===== config.mk =====
export PLATFORM = sky130hd
export DESIGN_NAME = mem_stage
export DESIGN_NICKNAME = d
export VERILOG_FILES = /design/src/rtl/mem_stage.sv
export SDC_FILE = /design/constraint.sdc
export NUM_CORES = 1
export LEC_CHECK = 0
export ABC_AREA = 1
export CAP_MARGIN = 25
export CORE_MARGIN = 8
export CORE_UTILIZATION = 45
export CTS_CLUSTER_DIAMETER = 40
export DETAILED_ROUTE_END_ITERATION = 12
export PLACE_DENSITY = 0.84
export SLEW_MARGIN = 20
export SYNTH_ARGS = -nofsm -noshare
export SYNTH_HDL_FRONTEND = slang
export SYNTH_SLANG_ARGS = --single-unit
export TNS_END_PERCENT = 30

===== constraint.sdc =====
create_clock -name clk_i -period 2.3 [get_ports clk_i]
set_clock_uncertainty 0.2 [all_clocks]
set_input_delay 0.46 -clock clk_i [delete_from_list [all_inputs] [get_ports clk_i]]
set_output_delay 0.46 -clock clk_i [all_outputs]
set_load 0.01 [all_outputs]

===== src/rtl/mem_stage.sv =====
// rtl/mem_stage.sv - SCHOLAR RISC-V memory stage: EXE->MEM register, data-memory request FSM, WB payload
package core_pkg;
    localparam int DATA_WIDTH = 32;

    localparam logic [3:0] MEM_IDLE = 4'd0;
    localparam logic [3:0] MEM_LB   = 4'd1;
    localparam logic [3:0] MEM_LH   = 4'd2;
    localparam logic [3:0] MEM_LW   = 4'd3;
    localparam logic [3:0] MEM_LBU  = 4'd4;
    localparam logic [3:0] MEM_LHU  = 4'd5;
    localparam logic [3:0] MEM_SB   = 4'd6;
    localparam logic [3:0] MEM_SH   = 4'd7;
    localparam logic [3:0] MEM_SW   = 4'd8;

    localparam logic [1:0] GPR_IDLE = 2'd0;
    localparam logic [1:0] GPR_ALU  = 2'd1;
    localparam logic [1:0] GPR_MEM  = 2'd2;

    localparam logic [1:0] CSR_IDLE = 2'd0;
    localparam logic [1:0] CSR_WR   = 2'd1;

    typedef struct packed {
        logic [DATA_WIDTH-1:0] exe_out;
        logic [DATA_WIDTH-1:0] op3;
        logic [4:0]            rd;
        logic [11:0]           csr_waddr;
        logic [1:0]            gpr_ctrl;
        logic [1:0]            csr_ctrl;
        logic [3:0]            mem_ctrl;
    } exe2mem_t;

    typedef struct packed {
        logic [DATA_WIDTH-1:0] exe_out;
        logic [4:0]            rd;
        logic [11:0]           csr_waddr;
        logic [1:0]            gpr_ctrl;
        logic [1:0]            csr_ctrl;
        logic [3:0]            mem_ctrl;
    } mem2wb_t;
endpackage

module mem_stage
    import core_pkg::*;
#(
    parameter int DATA_WIDTH = core_pkg::DATA_WIDTH,
    parameter int ADDR_WIDTH = 32
) (
    input  logic                  clk_i,
    input  logic                  rstn_i,
    input  logic                  exe_valid_i,
    input  exe2mem_t              exe2mem_i,
    output logic                  exe_ready_o,
    output logic                  mem_valid_o,
    output mem2wb_t               mem2wb_o,
    output logic                  d_m_req_o,
    output logic                  d_m_we_o,
    output logic [ADDR_WIDTH-1:0] d_m_addr_o,
    output logic [3:0]            d_m_be_o,
    output logic [DATA_WIDTH-1:0] d_m_wdata_o,
    input  logic                  d_m_gnt_i,
    output logic                  misaligned_o
);

    localparam logic [0:0] S_IDLE = 1'b0;
    localparam logic [0:0] S_REQ  = 1'b1;

    logic       valid_q, valid_d;
    exe2mem_t   payload_q, payload_d;
    logic [0:0] state_q, state_d;

    logic       is_mem, misaligned, done, capture, new_req;
    logic [3:0] be_w;
    logic [DATA_WIDTH-1:0] wdata_w;

    function automatic logic misaligned_f(input logic [3:0] ctrl, input logic [1:0] a);
        case (ctrl)
            MEM_LH, MEM_LHU, MEM_SH: misaligned_f = a[0];
            MEM_LW, MEM_SW:          misaligned_f = (a != 2'b00);
            default:                 misaligned_f = 1'b0;
        endcase
    endfunction

    function automatic logic is_store_f(input logic [3:0] ctrl);
        is_store_f = (ctrl == MEM_SB) || (ctrl == MEM_SH) || (ctrl == MEM_SW);
    endfunction

    assign is_mem     = valid_q && (payload_q.mem_ctrl != MEM_IDLE);
    assign misaligned = is_mem && misaligned_f(payload_q.mem_ctrl, payload_q.exe_out[1:0]);
    // A grant arriving while reset is asserted must not complete the uop.
    assign done       = rstn_i && valid_q && (!is_mem || d_m_gnt_i || misaligned);

    assign exe_ready_o  = !valid_q || done;
    assign mem_valid_o  = done;
    assign misaligned_o = done && misaligned;
    assign capture      = exe_valid_i && exe_ready_o;
    assign new_req      = (exe2mem_i.mem_ctrl != MEM_IDLE)
                          && !misaligned_f(exe2mem_i.mem_ctrl, exe2mem_i.exe_out[1:0]);

    always_comb begin
        valid_d   = exe_ready_o ? exe_valid_i : valid_q;
        payload_d = capture ? exe2mem_i : payload_q;
        if (capture) begin
            state_d = new_req ? S_REQ : S_IDLE;
        end else if (done) begin
            state_d = S_IDLE;
        end else begin
            state_d = state_q;
        end
    end

    always_ff @(posedge clk_i) begin
        if (!rstn_i) begin
            valid_q   <= 1'b0;
            payload_q <= '0;
            state_q   <= S_IDLE;
        end else begin
            valid_q   <= valid_d;
            payload_q <= payload_d;
            state_q   <= state_d;
        end
    end

    always_comb begin
        be_w    = 4'b0000;
        wdata_w = '0;
        case (payload_q.mem_ctrl)
            MEM_SB: begin
                be_w    = 4'b0001 << payload_q.exe_out[1:0];
                wdata_w = {4{payload_q.op3[7:0]}};
            end
            MEM_SH: begin
                be_w    = 4'b0011 << payload_q.exe_out[1:0];
                wdata_w = {2{payload_q.op3[15:0]}};
            end
            MEM_SW: begin
                be_w    = 4'b1111;
                wdata_w = payload_q.op3;
            end
            default: begin
                be_w    = 4'b0000;
                wdata_w = '0;
            end
        endcase
    end

    // Bus fields are held at zero outside REQ so idle cycles carry no stale data.
    assign d_m_req_o   = (state_q == S_REQ);
    assign d_m_we_o    = d_m_req_o && is_store_f(payload_q.mem_ctrl);
    assign d_m_addr_o  = d_m_req_o ? {payload_q.exe_out[ADDR_WIDTH-1:2], 2'b00} : '0;
    assign d_m_be_o    = d_m_req_o ? be_w : 4'b0000;
    assign d_m_wdata_o = d_m_req_o ? wdata_w : '0;

    always_comb begin
        mem2wb_o.exe_out   = payload_q.exe_out;
        mem2wb_o.rd        = payload_q.rd;
        mem2wb_o.csr_waddr = payload_q.csr_waddr;
        mem2wb_o.mem_ctrl  = payload_q.mem_ctrl;
        mem2wb_o.gpr_ctrl  = misaligned ? GPR_IDLE : payload_q.gpr_ctrl;
        mem2wb_o.csr_ctrl  = misaligned ? CSR_IDLE : payload_q.csr_ctrl;
    end

endmodule

# --- After elaboration in Yosys (flattened, before gate mapping) ---
# Cells that the tools add are included.
# Widths: inputs -> output; s select.
word_totals:
  ff_bits: 91
  latch_bits: 0
  ram_bits: 0
  mem_bits_ro: 0
  input_bits: 93
  out_inout_bits: 130
  word_cells: 59
  mem_count: 0
op_classes:
  add_sub_neg: 0
  mul: 0
  div: 0
  magnitude_cmp: 0
  eq_ne: 11
  shift: 2
  muxes: 12
  bitwise: 0
  n_reduce_logical: 25
ops:
  columns: ["op", "n"]
  rows:
  - ["$pmux 32 s3", 1]
  - ["$mux 32", 2]
  - ["$eq 4x3->1 const B", 5]
  - ["$eq 4x2->1 const B", 4]
  - ["$pmux 4 s3", 1]
  - ["$eq 4x4->1 const B", 2]
  - ["$logic_and 1x1->1", 8]
  - ["$reduce_bool 4->1", 2]
  - ["$reduce_bool 2->1", 3]
  - ["$reduce_or 3->1", 2]
  - ["$logic_or 1x1->1", 5]
  - ["$mux 2", 2]
  - ["$mux 4", 1]
  - ["$pmux 1 s2", 2]
  - ["$reduce_or 2->1", 2]
  - ["$shl 1x2->4 const A", 1]
  - ["$shl 2x2->4 const A", 1]
  - ["$logic_not 1->1", 3]
  - ["$mux 1", 3]

# --- Logic depth before layout (Yosys ltp) ---
logic_depth:
  ltp_word: 9
  ltp_mapped: 14

# --- Worst setup path after synthesis ---
# Ideal clock, no wire load.
synth_timing:
  path_kind: "register to output"
  from: "register state_q (netlist: d_m_req_o)"
  to: "output d_m_wdata_o[23]"
  arrival_ps: 1460
  required_ps: 1640
  slack_ps: 180
  stages_incl_launch_ff: 9
  cell_sequence: "dfxtp_1 > clkbuf_1 > inv_2 > buf_2 > nor2_1 > nor2_2 > nor2_1 > a32oi_1 > inv_1"
synth_between:
  elab_chain_len: 1
synth_rtl:
  columns: ["element", "line", "text"]
  rows:
  - ["start, declared", "69", "logic [0:0] state_q, state_d;"]
  - ["start signal, assigned", "119", "state_q <= state_d;"]
  - ["$mux 32", "151", "assign d_m_wdata_o = d_m_req_o ? wdata_w : '0;"]
  - ["end, declared", "59", "output logic [DATA_WIDTH-1:0] d_m_wdata_o,"]
# Every way passes these cells.

# --- Worst setup path in the final report ---
layout_timing:
  from: "register payload_q (netlist bit mem2wb_o[1])"
  to: "output d_m_wdata_o[23]"
layout_between:
  elab_chain_len: 3
layout_rtl:
  columns: ["element", "line", "text"]
  rows:
  - ["start, declared", "68", "exe2mem_t payload_q, payload_d;"]
  - ["start signal, assigned", "118", "payload_q <= payload_d;"]
  - ["$eq 4x4->1 / $eq 4x3->1 (equally long branches)", "126", "case (payload_q.mem_ctrl)"]
  - ["$pmux 32 s3 *", "126", null]
  - ["$mux 32 *", "151", null]
# Mark *: on every way between the ends. The rest lies on a longest branch, timed or not.

==> results.json <==
{
  "gr-usage-all-layers": 0.202,
  "p_total_mw": 4.44,
  "rr_startpoint": "mem2wb_o[1]",
  "required_ps": 1640,
  "drt_iter0_markers": 313,
  "critical_path_class": "reg2out",
  "rsz0062_at_grt": "yes",
  "tritoncts": "yes",
  "hpwlAfterDp_um": 13100,
  "fp.dieW_um": 131,
  "synth_area_um2": 5920,
  "cp-end-kind": "output port",
  "drc": 0,
  "dieArea_um2": 17100,
  "fin_ws_ps": -138,
  "syn_inst": 887,
  "clk_latency_ps": 340,
  "crit_fanout": 5,
  "worstReg2RegEnd": "mem2wb_o[1]",
  "wire_per_inst_um": 15.4,
  "rows": 42,
  "timing.hold.ws_ps": 195,
  "cts.path.max_buffers": 2,
  "async_reset_ff_frac": 0,
  "synth_area_leaders": "dfxtp_1, nand3_2, inv_1, nand2_1, a21oi_1",
  "yosysTopAreaCell": "dfxtp_1",
  "grt_max_degree": 75,
  "min_path_type": "in2reg",
  "postRouteAntennaNets": 0,
  "via_per_inst": 4.73,
  "dp_cells": 1206,
  "period_needed_ps": 2440,
  "post-route-period-util": 1.06,
  "ys.flop_type": "dfxtp_1",
  "synth.avg_cell_area_um2": 6.67,
  "power_frac_seq": 0.409,
  "min_to": "valid_q",
  "ys_ff_latch": 91,
  "ioPinCount": 223,
  "intPower_mw": 3.09,
  "rrSetupSlack_ps": 90,
  "yosysMostFrequentCell": "inv_1",
  "ff2ff_path_depth": 13,
  "area_growth_pct": 47.2,
  "start_util": 0.454,
  "numPortBuffers": 220,
  "final_nets": 1143,
  "clkPwrFrac": 0.304,
  "fillers": 1121,
  "hold_viol_final": 0,
  "holdPathStages": 3,
  "coreArea_um2": 13000,
  "relSlewSlack": 0.665,
  "vias": 5821,
  "synth_edf_count": 0,
  "h-tree-depth": 3,
  "die_h_um": 131,
  "swShare": 0.304,
  "path_clk_slew_ps": 60,
  "min_from": "rstn_i",
  "fin_cells": 1230,
  "cts.sinks": 91,
  "synth_seq_area_share": 0.308,
  "n_antenna_cell": 0,
  "cts_root_buf": "clkbuf_16",
  "grt_pass1_vias": 5353,
  "yosys_warnings": 0,
  "drive_above_1_share": 0.245,
  "numCtsBuffers": 9,
  "powerDensity_nw_per_um2": 509,
  "grt_overflow": 0,
  "slew_violations": 0,
  "worst-slew-pin-transition_ps": 502,
  "worstSetupStartpointType": "flip-flop",
  "antenna_found_initial": 0,
  "grt_pass1_wl_um": 27600,
  "finalWirelength_um": 18900,
  "power.leakage_nw": 4.33,
  "routabilityCongestion": 0.854,
  "p_comb_frac": 0.287,
  "violations": "setup timing",
  "synthTopCellsByCount": "inv_1, nand2_1, nor2_1",
  "fmax_mhz": 410,
  "drt_pass1_iterations": 6,
  "arrival_ps": 1780,
  "setup_viol": 41,
  "status": "finished with violations",
  "switchingPower_mw": 1.35,
  "yosysTopAreaCellShare": 0.308,
  "max_cap_viol_count": 0,
  "ir_drop_v": 0.000275,
  "setup-tns-final_ps": -2750,
  "ys_types": 26
}
## state kept, by name, indices dropped and copies added, names as in the netlist
name and count:
mem2wb_o 53, payload_q 36, valid_q 1, d_m_req_o 1
## placed cells by master (no fill, tap or decap), types with 3 or more instances in the layout
cell type / count
nand2_1: 141
clkbuf_16: 11
buf_2: 20
clkdlybuf4s50_1: 171
dfxtp_2: 3
clkinv_2: 3
o21ai_4: 4
buf_12: 10
nor2_1: 96
buf_6: 33
nor2_4: 20
o21ai_0: 4
nor2_2: 6
a21oi_2: 4
o21ai_2: 16
nand2_2: 3
o21ai_1: 7
inv_2: 7
dlymetal6s2s_1: 3
nand3_2: 79
dfxtp_1: 86
a21oi_1: 97
nand3_1: 13
inv_1: 163
buf_4: 20
or2_1: 8
nand3_4: 3
## how the worst max path moves through the flow
| stage | from | end | slack (ps) | cells after the start |
|---|---|---|---|---|
| final | mem2wb_o[1] | d_m_wdata_o[23] | -140 | 9 |
| after global routing | mem2wb_o[3] | d_m_wdata_o[22] | -200 | 8 |
| after CTS | mem2wb_o[3] | d_m_wdata_o[19] | -120 | 8 |
| after detailed placement | mem2wb_o[3] | d_m_wdata_o[31] | -350 | 9 |
| after global placement | mem2wb_o[3] | d_m_wdata_o[28] | -290 | 9 |
| after floorplan | d_m_req_o | d_m_wdata_o[23] | 180 | 8 |
## layout make-up
class / count / area, um2 / area share
Timing Repair inverter: 1 / 16.3 / 0.00187
Clock inverter: 3 / 15.0 / 0.00172
Inverter: 174 / 677 / 0.0777
Multi-Input combinational cell: 511 / 3020 / 0.346
Clock buffer: 12 / 246 / 0.0283
Tap cell: 176 / 220 / 0.0253
Sequential cell: 91 / 1830 / 0.210
Timing Repair Buffer: 262 / 2690 / 0.308
## routing by layer
| layer | track usage | vias up | part of all wire |
|---|---|---|---|
| li1 | - | 2956 | - |
| met1 | 0.236 | 2636 | 0.39 |
| met2 | 0.347 | 193 | 0.51 |
| met3 | 0.0511 | 36 | 0.077 |
| met4 | 0.0837 | 0 | 0.026 |
| met5 | 0 | - | 0 |
## per-stage QoR
stage               cell area [um2]  utilization  setup WS [ps]
floorplan                      5920            -            180
global placement               7910        0.607           -293
detailed placement             7910        0.607           -347
CTS                            8320        0.638           -116
global route                   8710        0.669           -204
finish                         8710        0.669           -138
## worst max-delay path, stage by stage (launching register included)
cell	delay, ps
dfxtp_2	350
buf_6	140
nor2_4	120
nand3_4	120
nor2_4	160
nor2_4	80
nor2_2	140
a32oi_1	80
inv_1	80
buf_2	160
## cell families after synthesis
kind of cell	count (synthesis)	share of synthesized area
buffers and inverters	286	0.242
other	1	0.000634
DFF	91	0.308
AOI/OAI and AO/OA	136	0.118
and+or+nand+nor	373	0.332
## power groups by stage
stage | Sequential, mW | Clock [mW] | Combinational (mW)
2_1_floorplan | 1.81 | 0 | 0.748
3_3_place_gp | 1.83 | 0 | 1.12
3_5_place_dp | 1.84 | 0 | 1.14
4_1_cts | 1.81 | 1.38 | 1.19
5_1_grt | 1.83 | 1.43 | 1.39
6_report | 1.81 | 1.35 | 1.27
## timing repair
| action | CTS | global route |
|---|---|---|
| endpoints found under the setup margin | 113 | 143 |
| buffers inserted | 4 | 2 |
| resized for setup | 267 | 93 |
| pin swaps | 10 | 14 |
| hold buffers | 0 | 0 |
| gates cloned | 1 | 2 |
Power figures use the tool's default switching activity.
